<file path="config.mk">
export PLATFORM = sky130hd
export DESIGN_NAME = subtractor_seq_flat
export DESIGN_NICKNAME = d
export VERILOG_FILES = /design/src/rtl/subtractor_seq_pkg.sv /design/src/rtl/subtractor_seq_if.sv /design/src/rtl/subtractor_seq_sub_chunk.sv /design/src/rtl/subtractor_seq.sv /design/src/flat_wrapper.sv
export SDC_FILE = /design/constraint.sdc
export NUM_CORES = 1
export LEC_CHECK = 0
export BUFFER_PORTS_ARGS = -buffer_cell sky130_fd_sc_hd__buf_2
export CORE_MARGIN = 4
export CORE_UTILIZATION = 51
export CTS_BUF_LIST = sky130_fd_sc_hd__clkbuf_8 sky130_fd_sc_hd__clkbuf_16
export DETAILED_ROUTE_END_ITERATION = 10
export HOLD_SLACK_MARGIN = 0.12
export PLACE_DENSITY = 0.76
export SETUP_SLACK_MARGIN = 0.2
export SYNTH_ARGS = -nofsm -noshare
export SYNTH_HDL_FRONTEND = slang
export SYNTH_SLANG_ARGS = --single-unit
</file>
<file path="constraint.sdc">
create_clock -name clk -period 5.4 [get_ports clk]
set_input_delay 0.27 -clock clk [delete_from_list [all_inputs] [get_ports clk]]
set_output_delay 0.27 -clock clk [all_outputs]
set_load 0.005 [all_outputs]
</file>
<file path="src/rtl/subtractor_seq_pkg.sv">
// ----------------------------------------------------------------------------
// subtractor_seq_pkg
// Shared definitions for the multi-cycle chunked subtractor:
//   - state_t      : controller state encoding (IDLE / RUN / DONE)
//   - nch_of()     : number of chunks an operand splits into
//   - cnt_width()  : width of a counter/index able to address n items, >= 1
// ----------------------------------------------------------------------------
package subtractor_seq_pkg;

    typedef enum logic [1:0] {
        IDLE = 2'd0,
        RUN  = 2'd1,
        DONE = 2'd2
    } state_t;

    function automatic int nch_of(input int size, input int chunk);
        return size / chunk;
    endfunction

    // A one-item range still needs a one-bit register, hence the floor of 1.
    function automatic int cnt_width(input int n);
        return (n > 1) ? $clog2(n) : 1;
    endfunction

endpackage

</file>
<file path="src/rtl/subtractor_seq_if.sv">
// ----------------------------------------------------------------------------
// subtractor_seq_if
// Request/result bundle of the chunked subtractor.
//   start        request, sampled by the subtractor only when busy=0
//   A, B         minuend / subtrahend, sampled together with start
//   busy         operation in progress
//   done         one-cycle pulse, results valid
//   DIFF         A - B mod 2^SIZE
//   bout         unsigned borrow (A < B unsigned)
//   ovf          signed overflow
//   zero         DIFF == 0
// Modports: master = requester, slave = subtractor.
// ----------------------------------------------------------------------------
interface subtractor_seq_if #(
    parameter int SIZE = 32
);
    logic            start;
    logic [SIZE-1:0] A;
    logic [SIZE-1:0] B;
    logic            busy;
    logic            done;
    logic [SIZE-1:0] DIFF;
    logic            bout;
    logic            ovf;
    logic            zero;

    modport master (
        output start, A, B,
        input  busy, done, DIFF, bout, ovf, zero
    );

    modport slave (
        input  start, A, B,
        output busy, done, DIFF, bout, ovf, zero
    );
endinterface

</file>
<file path="src/rtl/subtractor_seq_sub_chunk.sv">
// ----------------------------------------------------------------------------
// FA_str    : single-bit full-adder cell (s = a^b^cin, cout = majority).
// sub_chunk : purely combinational W-bit ripple of FA_str cells computing
//             a + ~b + cin, i.e. a - b when cin=1.
//   a, b  [W-1:0]  operand slices
//   cin            incoming carry (1 = no borrow pending)
//   diff  [W-1:0]  slice result
//   cout           outgoing carry (0 = borrow out of this slice)
// ----------------------------------------------------------------------------
module FA_str (
    input  logic a,
    input  logic b,
    input  logic cin,
    output logic s,
    output logic cout
);
    assign s    = a ^ b ^ cin;
    assign cout = (a & b) | (cin & (a ^ b));
endmodule

module sub_chunk #(
    parameter int W = 8
) (
    input  logic [W-1:0] a,
    input  logic [W-1:0] b,
    input  logic         cin,
    output logic [W-1:0] diff,
    output logic         cout
);
    logic [W:0] c;

    assign c[0] = cin;

    genvar gi;
    generate
        for (gi = 0; gi < W; gi++) begin : g_fa
            FA_str u_fa (
                .a    (a[gi]),
                .b    (~b[gi]),
                .cin  (c[gi]),
                .s    (diff[gi]),
                .cout (c[gi+1])
            );
        end
    endgenerate

    assign cout = c[W];
endmodule

</file>
<file path="src/rtl/subtractor_seq.sv">
// ----------------------------------------------------------------------------
// subtractor_seq
// Multi-cycle two's-complement subtractor: DIFF = A - B, CHUNK bits per clock,
// least significant chunk first, carry kept in a register between chunks.
// Latency SIZE/CHUNK cycles from the start edge to the done pulse; a new
// start is accepted in the DONE cycle, giving back-to-back throughput.
//   clk    rising-edge clock
//   rst_n  asynchronous active-low reset
//   bus    subtractor_seq_if.slave (start/A/B in, busy/done/DIFF/bout/ovf/zero out)
// SIZE must be a multiple of CHUNK and must match the interface SIZE.
// ----------------------------------------------------------------------------
module subtractor_seq
    import subtractor_seq_pkg::*;
#(
    parameter int SIZE  = 32,
    parameter int CHUNK = 8
) (
    input  logic                  clk,
    input  logic                  rst_n,
    subtractor_seq_if.slave       bus
);
    localparam int NCH = nch_of(SIZE, CHUNK);
    localparam int CW  = cnt_width(NCH);
    localparam int IW  = cnt_width(SIZE);
    localparam logic [CW-1:0] LAST_K = CW'(NCH - 1);

    state_t          state_reg;
    logic [SIZE-1:0] a_reg;
    logic [SIZE-1:0] b_reg;
    logic [SIZE-1:0] part_reg;
    logic            carry_reg;
    logic [CW-1:0]   k_reg;
    logic            busy_reg;
    logic            done_reg;
    logic [SIZE-1:0] diff_reg;
    logic            bout_reg;
    logic            ovf_reg;
    logic            zero_reg;

    logic [IW-1:0]    base;
    logic [CHUNK-1:0] a_slice;
    logic [CHUNK-1:0] b_slice;
    logic [CHUNK-1:0] chunk_diff;
    logic             chunk_cout;
    logic [SIZE-1:0]  part_next;
    logic             ovf_next;

    // B is kept as given; the inversion for A + ~B + 1 lives in the
    // FA_str ripple inside sub_chunk.
    always_comb begin
        base      = IW'(int'(k_reg) * CHUNK);
        a_slice   = a_reg[base +: CHUNK];
        b_slice   = b_reg[base +: CHUNK];
        part_next = part_reg;
        part_next[base +: CHUNK] = chunk_diff;
        // Overflow only possible when operand signs differ; it occurred if
        // the result sign disagrees with the minuend sign.
        ovf_next  = (a_reg[SIZE-1] != b_reg[SIZE-1]) &&
                    (part_next[SIZE-1] != a_reg[SIZE-1]);
    end

    sub_chunk #(.W(CHUNK)) u_sub_chunk (
        .a    (a_slice),
        .b    (b_slice),
        .cin  (carry_reg),
        .diff (chunk_diff),
        .cout (chunk_cout)
    );

    always_ff @(posedge clk or negedge rst_n) begin
        if (!rst_n) begin
            state_reg <= IDLE;
            a_reg     <= '0;
            b_reg     <= '0;
            part_reg  <= '0;
            carry_reg <= 1'b1;
            k_reg     <= '0;
            busy_reg  <= 1'b0;
            done_reg  <= 1'b0;
            diff_reg  <= '0;
            bout_reg  <= 1'b0;
            ovf_reg   <= 1'b0;
            zero_reg  <= 1'b0;
        end else begin
            case (state_reg)
                RUN: begin
                    part_reg  <= part_next;
                    carry_reg <= chunk_cout;
                    k_reg     <= k_reg + CW'(1);
                    if (k_reg == LAST_K) begin
                        state_reg <= DONE;
                        busy_reg  <= 1'b0;
                        done_reg  <= 1'b1;
                        diff_reg  <= part_next;
                        bout_reg  <= ~chunk_cout;
                        ovf_reg   <= ovf_next;
                        zero_reg  <= (part_next == '0);
                    end
                end
                // IDLE and DONE both accept a request; DONE is only ever
                // one cycle long, so done always drops here.
                default: begin
                    done_reg <= 1'b0;
                    if (bus.start) begin
                        a_reg     <= bus.A;
                        b_reg     <= bus.B;
                        k_reg     <= '0;
                        carry_reg <= 1'b1;
                        busy_reg  <= 1'b1;
                        state_reg <= RUN;
                    end else begin
                        state_reg <= IDLE;
                    end
                end
            endcase
        end
    end

    assign bus.busy = busy_reg;
    assign bus.done = done_reg;
    assign bus.DIFF = diff_reg;
    assign bus.bout = bout_reg;
    assign bus.ovf  = ovf_reg;
    assign bus.zero = zero_reg;

endmodule

</file>
<file path="src/flat_wrapper.sv">
// flat-port wrapper written by rule: the top's interface ports become plain ports
module subtractor_seq_flat import subtractor_seq_pkg::*;
#(
    parameter int SIZE  = 32,
    parameter int CHUNK = 8
)
  (clk, rst_n, bus_start, bus_A, bus_B, bus_busy, bus_done, bus_DIFF, bus_bout, bus_ovf, bus_zero);
  subtractor_seq_if #(.SIZE(SIZE)) bus_i ();
  input  logic clk;
  input  logic rst_n;
  input wire logic [$bits(bus_i.start)-1:0] bus_start;
  input wire logic [$bits(bus_i.A)-1:0] bus_A;
  input wire logic [$bits(bus_i.B)-1:0] bus_B;
  output wire logic [$bits(bus_i.busy)-1:0] bus_busy;
  output wire logic [$bits(bus_i.done)-1:0] bus_done;
  output wire logic [$bits(bus_i.DIFF)-1:0] bus_DIFF;
  output wire logic [$bits(bus_i.bout)-1:0] bus_bout;
  output wire logic [$bits(bus_i.ovf)-1:0] bus_ovf;
  output wire logic [$bits(bus_i.zero)-1:0] bus_zero;
  assign bus_i.start = bus_start;
  assign bus_i.A = bus_A;
  assign bus_i.B = bus_B;
  assign bus_busy = bus_i.busy;
  assign bus_done = bus_i.done;
  assign bus_DIFF = bus_i.DIFF;
  assign bus_bout = bus_i.bout;
  assign bus_ovf = bus_i.ovf;
  assign bus_zero = bus_i.zero;
  subtractor_seq #(.SIZE(SIZE), .CHUNK(CHUNK)) u_core (.clk(clk), .rst_n(rst_n), .bus(bus_i));
endmodule
</file>
======== Word level (Yosys, flattened, before mapping) ========
Index checks and enable logic that the tools add are counted.
W data, S select, Z words.
storage, ports and cells
  flip-flop bits (word level) ............. 138
  bits of input ports ..................... 67
  logic and storage cells ................. 91
cells by class
  $add $sub $neg .......................... 2
  equality and inequality tests ........... 5
  shift operators ......................... 4
  multiplexer cells ....................... 12
  bitwise logic cells ..................... 50
  reductions and logical operators ........ 6
operator list
  operator                  number
  $shiftx A32 B6 Y8         2
  $bwmux W32                1
  $logic_not A32 Y1         1
  $shift A8 B7 Y32 const A  1
  $shiftx A8 B7 Y32         1
  $and A1 B1 Y1             16
  $xor A1 B1 Y1             16
  $not A1 Y1                10
  $mux W2                   4
  $or A1 B1 Y1              8
  $mux W1                   7
  $neg A5 Y7                1
  $reduce_and A2 Y1         3
  $add A2 B1 Y2 const B     1
  $eq A2 B1 Y1 const B      1
  $eq A2 B2 Y1 const B      1
  $ne A1 B1 Y1              2
  $ne A2 B1 Y1 const B      1
  $reduce_bool A2 Y1        1
  $logic_and A1 B1 Y1       1

======== Depth between registers and ports, before layout ========
  depth in word-level cells ............... 22
  gate-level depth with buffers ........... 18

======== Cells and area by module ========
From an unflattened synthesis, not the netlist that was laid out.
unflattened totals
  cells, all modules ...................... 516
  area, all modules ....................... 6346.1 µm²
modules (own cells, without submodules)
  module          instances  cells each  area an instance (µm²)
  subtractor_seq  1          500         6155.9
  FA_str          8          1           20.0
  sub_chunk       1          8           30.0

======== Worst setup path before layout ========
OpenSTA, ideal clock, no wires.
  kind .................................... flip-flop to flip-flop
  start ................................... register u_core.k_reg[0]
  end ..................................... register u_core.zero_reg, in the netlist u_core.bus.zero
  library setup time ...................... 68 ps
  data arrival time ....................... 5367 ps
  path slack .............................. -35 ps
  stages on the path, launching flop included .. 19
  buffers on the path ..................... 3
  period minus slack after synthesis ...... 5435 ps
  cells stage by stage .................... dfrtp_1 -> buf_6 -> buf_2 -> mux4_2 -> fa_1 -> fa_1 -> fa_1 -> fa_1 -> fa_1 -> inv_1 -> fa_1 -> inv_1 -> fa_1 -> fa_1 -> buf_2 -> nor4_1 -> o21ai_1 -> nor4_1 -> a32o_1
between the ends
  longest elaborated chain between the ends .. 21
ends and longest elaborated chain
  element                 line                                                            text
  from (decl)             subtractor_seq.sv:32                                            logic [CW-1:0] k_reg;
  from (signal assigned)  subtractor_seq.sv:89                                            k_reg <= k_reg + CW'(1);
  $shiftx A32 B6 Y8       subtractor_seq.sv:53                                            b_slice = b_reg[base +: CHUNK];
  $not A1 Y1              subtractor_seq_sub_chunk.sv:39                                  .b (~b[gi]),
  $xor A1 B1 Y1           subtractor_seq_sub_chunk.sv:17, subtractor_seq_sub_chunk.sv:18
  $and A1 B1 Y1           subtractor_seq_sub_chunk.sv:18                                  assign cout = (a & b) | (cin & (a ^ b));
  $or A1 B1 Y1            subtractor_seq_sub_chunk.sv:18
  $and A1 B1 Y1           subtractor_seq_sub_chunk.sv:18
  $or A1 B1 Y1            subtractor_seq_sub_chunk.sv:18
  $and A1 B1 Y1           subtractor_seq_sub_chunk.sv:18
  [... 5 more ...]        n/a
  $and A1 B1 Y1           subtractor_seq_sub_chunk.sv:18
  $or A1 B1 Y1            subtractor_seq_sub_chunk.sv:18
  $and A1 B1 Y1           subtractor_seq_sub_chunk.sv:18
  $or A1 B1 Y1            subtractor_seq_sub_chunk.sv:18
  $xor A1 B1 Y1           subtractor_seq_sub_chunk.sv:17                                  assign s = a ^ b ^ cin;
  $shiftx A8 B7 Y32       subtractor_seq.sv:55                                            part_next[base +: CHUNK] = chunk_diff;
  $bwmux W32              subtractor_seq.sv:55
  $logic_not A32 Y1       subtractor_seq.sv:97                                            zero_reg <= (part_next == '0);
  to (signal assigned)    subtractor_seq.sv:97
  to (decl)               subtractor_seq.sv:38                                            logic zero_reg;
Several ways; a longest one is shown, not always the timed one.
A chain may end at the register's enable or synchronous reset.

======== Final worst setup path ========
Ends and elaborated chain as after synthesis.

==> results.sh <==
export IMPL_die_width_um=118
export IMPL_tns_ns=0
export IMPL_yosysSeqAreaShare_pct=55.5
export IMPL_max_vdd_ir_drop_mv=0.755
export IMPL_multiInputGateArea_um2=2560
export IMPL_setup_slack_ns=0.320
export IMPL_die_h_um=118
export IMPL_grt_pass1_vias=4915
export IMPL_wirelength_um=15700
export IMPL_antenna_cells=0
export IMPL_worstPathRequired_ns=5.76
export IMPL_grt_pass1_wl_um=25300
export IMPL_cp_startpoint="u_core.k_reg[0]"
export IMPL_grt_max_degree=85
export IMPL_grt_ovfl_total=0
export IMPL_vias=4673
export IMPL_nFillCells=812
export IMPL_core_area_um2=11700
export IMPL_ys_types=44
export IMPL_ios=104
export IMPL_syn_nets=559
export IMPL_min_period_ns=5.08
export IMPL_vias_per_cell=5.89
export IMPL_antenna_found_initial=0
export IMPL_end_kind="flop"
export IMPL_root_buffer="clkbuf_16"
export IMPL_synth_top_area_share_pct=55.0
export IMPL_drc=0
export IMPL_post_place_ws_ns=0.216
export IMPL_syn_inst=478
export IMPL_drt_pass1_iter_count=5
export IMPL_maxSlewHeadroom_pct=28.3
export IMPL_worstHoldPathType="input port to flop"
export IMPL_port_buffers=103
export IMPL_dieArea_um2=14000
export IMPL_worst_slew_pin_slew_ns=1.07
export IMPL_yosysTopAreaCell="dfrtp_1"
export IMPL_place_gp_congestion=0.824
export IMPL_setup_viol_count_final=0
export IMPL_p_leak_uw=0.00372
export IMPL_rows=39
export IMPL_clk_pin_slew_ns=0.06
export IMPL_initial_core_util_pct=53.0
export IMPL_status="completed"
export IMPL_fin_skew_ns=0.0110
export IMPL_drive_gt1_share_pct=35.5
export IMPL_track_usage_pct=22.9
export IMPL_place_hpwl_um=10000
export IMPL_syn2layout_area_growth_pct=29.8
export IMPL_max_cap_viol_count=0
export IMPL_ys_top_cells_by_area="dfrtp_1 (55%), mux2_2 (12%), mux4_2 (5.8%), a221oi_1 (4.0%), a22o_1 (4.0%)"
export IMPL_drtIter0Drc=300
export IMPL_finalNetCount=718
export IMPL_cts_tree="yes"
export IMPL_crit_arrival_ns=5.44
export IMPL_r2r_setup_slack_ns=0.32
export IMPL_reg2reg_from="u_core.k_reg[0]"
export IMPL_ys_ff_latch=137
export IMPL_drv_slew=0
export IMPL_max_freq_mhz=197
export IMPL_cts_htree_levels=4
export IMPL_ant_nets=0
export IMPL_fin_crit_sh_pct=94.1
export IMPL_cp_start_kind="flop"
export IMPL_ys_warnings_count=0
export IMPL_clock_sinks=137
export IMPL_critPathKind="flop to flop"
export IMPL_worstPathMaxFanout=8
export IMPL_clock_latency_ns=0.43
export IMPL_synth_area_um2=6180
export IMPL_powerDensity_nw_per_um2=775
export IMPL_hp_start="bus_start"
export IMPL_wl_per_cell_um=19.8
export IMPL_clk_path_buf_depth=2
export IMPL_numCtsBuffers=17
export IMPL_postSynthAreaPerCell_um2=12.9
export IMPL_grt_setup_unrepaired="false"
export IMPL_regArea_um2=3430
export IMPL_hold_violations=0
layout make-up:
type / count / area share (%)
flip-flops and latches: 137 / 42.7
clock buffers: 21 / 5.99
inverters: 19 / 0.889
multi-input cells: 289 / 31.8
repair buffers: 173 / 15.0
clock inverters: 11 / 1.29
well taps: 143 / 2.23
power breakdown:
group	total, uW	internal [uW]	leakage, uW	switching (uW)
Combinational	3260	1310	0.00173	1940
Sequential	1820	1520	0.00169	305
Clock	1140	718	0.000302	422
metal layers:
metal	global-route usage [%]	up-vias	wire length, um
li1	-	2068	-
met1	27.8	2373	6210
met2	39.2	196	8230
met3	6.10	36	942
met4	9.01	0	338
met5	0	-	0
worst max-delay path: stages (launching register included):
cell and delay, ns:
dfrtp_1 0.40, mux4_2 0.55, fa_2 0.41, fa_1 0.41
fa_2 0.36, fa_1 0.38, fa_1 0.37, inv_1 0.08
fa_1 0.19, inv_1 0.06, fa_2 0.35, fa_2 0.61
a32oi_1 0.20, nand2_1 0.09, a2111oi_2 0.37, a32o_1 0.21
per-stage QoR:
| step | std cells | hold slack [ns] | utilization (%) | total power, uW | area (um2) |
|---|---|---|---|---|---|
| 2_1_floorplan | 478 | -0.0256 | - | 3890 | 6210 |
| 3_3_place_gp | 697 | 0.238 | 58.2 | 4730 | 6790 |
| 3_5_place_dp | 697 | 0.243 | 58.2 | 4890 | 6790 |
| 4_1_cts | 791 | 0.120 | 68.5 | 6080 | 7990 |
| 5_1_grt | 793 | 0.125 | 68.8 | 6580 | 8030 |
| 6_report | 793 | 0.125 | 68.8 | 6220 | 8030 |
final timing paths:
path	to	cells past startpoint
min in group asynchronous	u_core.bus.DIFF[22]	2
max in group asynchronous	u_core.k_reg[1]	3
worst min-delay path	u_core.k_reg[1]	2
worst max-delay path	u_core.bus.zero	15
worst min register to register	u_core.bus.bout	2
worst max register to register	u_core.bus.zero	15
synthesized netlist by cell type, drive strengths merged:
cell,number
a32oi,1
ha,6
and4b,1
mux2,65
clkbuf,15
dfrtp,136
nand3b,1
a2111oi,1
nor2,61
nand2,21
and4bb,2
nor4,8
nor3,2
a22o,28
o2111ai,1
or4,1
buf,18
or3b,1
nor2b,3
mux4,16
a32o,2
nand3,1
a21oi,4
and2,3
nand2b,2
dfstp,1
a31oi,1
o31ai,2
fa,8
a22oi,3
o21ai,12
a221oi,28
o41ai,1
a41oi,1
or3,1
and4,1
inv,19
timing repair:
action	4_1_cts	5_1_grt
pin swaps	0	3
endpoints found under the hold margin	114	1
resized for setup	1	4
endpoints found under the setup margin	1	1
hold buffers	62	1
setup buffers	0	1
cells by family after synthesis:
logic type | count (synthesis) | share of synthesized area [%]
AND/OR/NAND/NOR | 109 | 8.07
multiplexers | 81 | 17.7
adder cells (fa/ha/maj) | 14 | 3.80
flip-flops | 137 | 55.5
AO/OA/AOI/OAI | 85 | 11.3
buffers and inverters | 52 | 3.66
placed cells by master, fill, tap and decap left out, types with 10 or more instances in the layout:
cell,n
clkbuf_16,17
a221oi_1,28
mux4_2,16
o21ai_0,10
nand2_1,20
a22o_1,28
dlygate4sd3_1,63
nor2_1,60
inv_1,22
mux2_2,64
dfrtp_1,135
buf_2,102
Power figures use the tool's default switching activity.
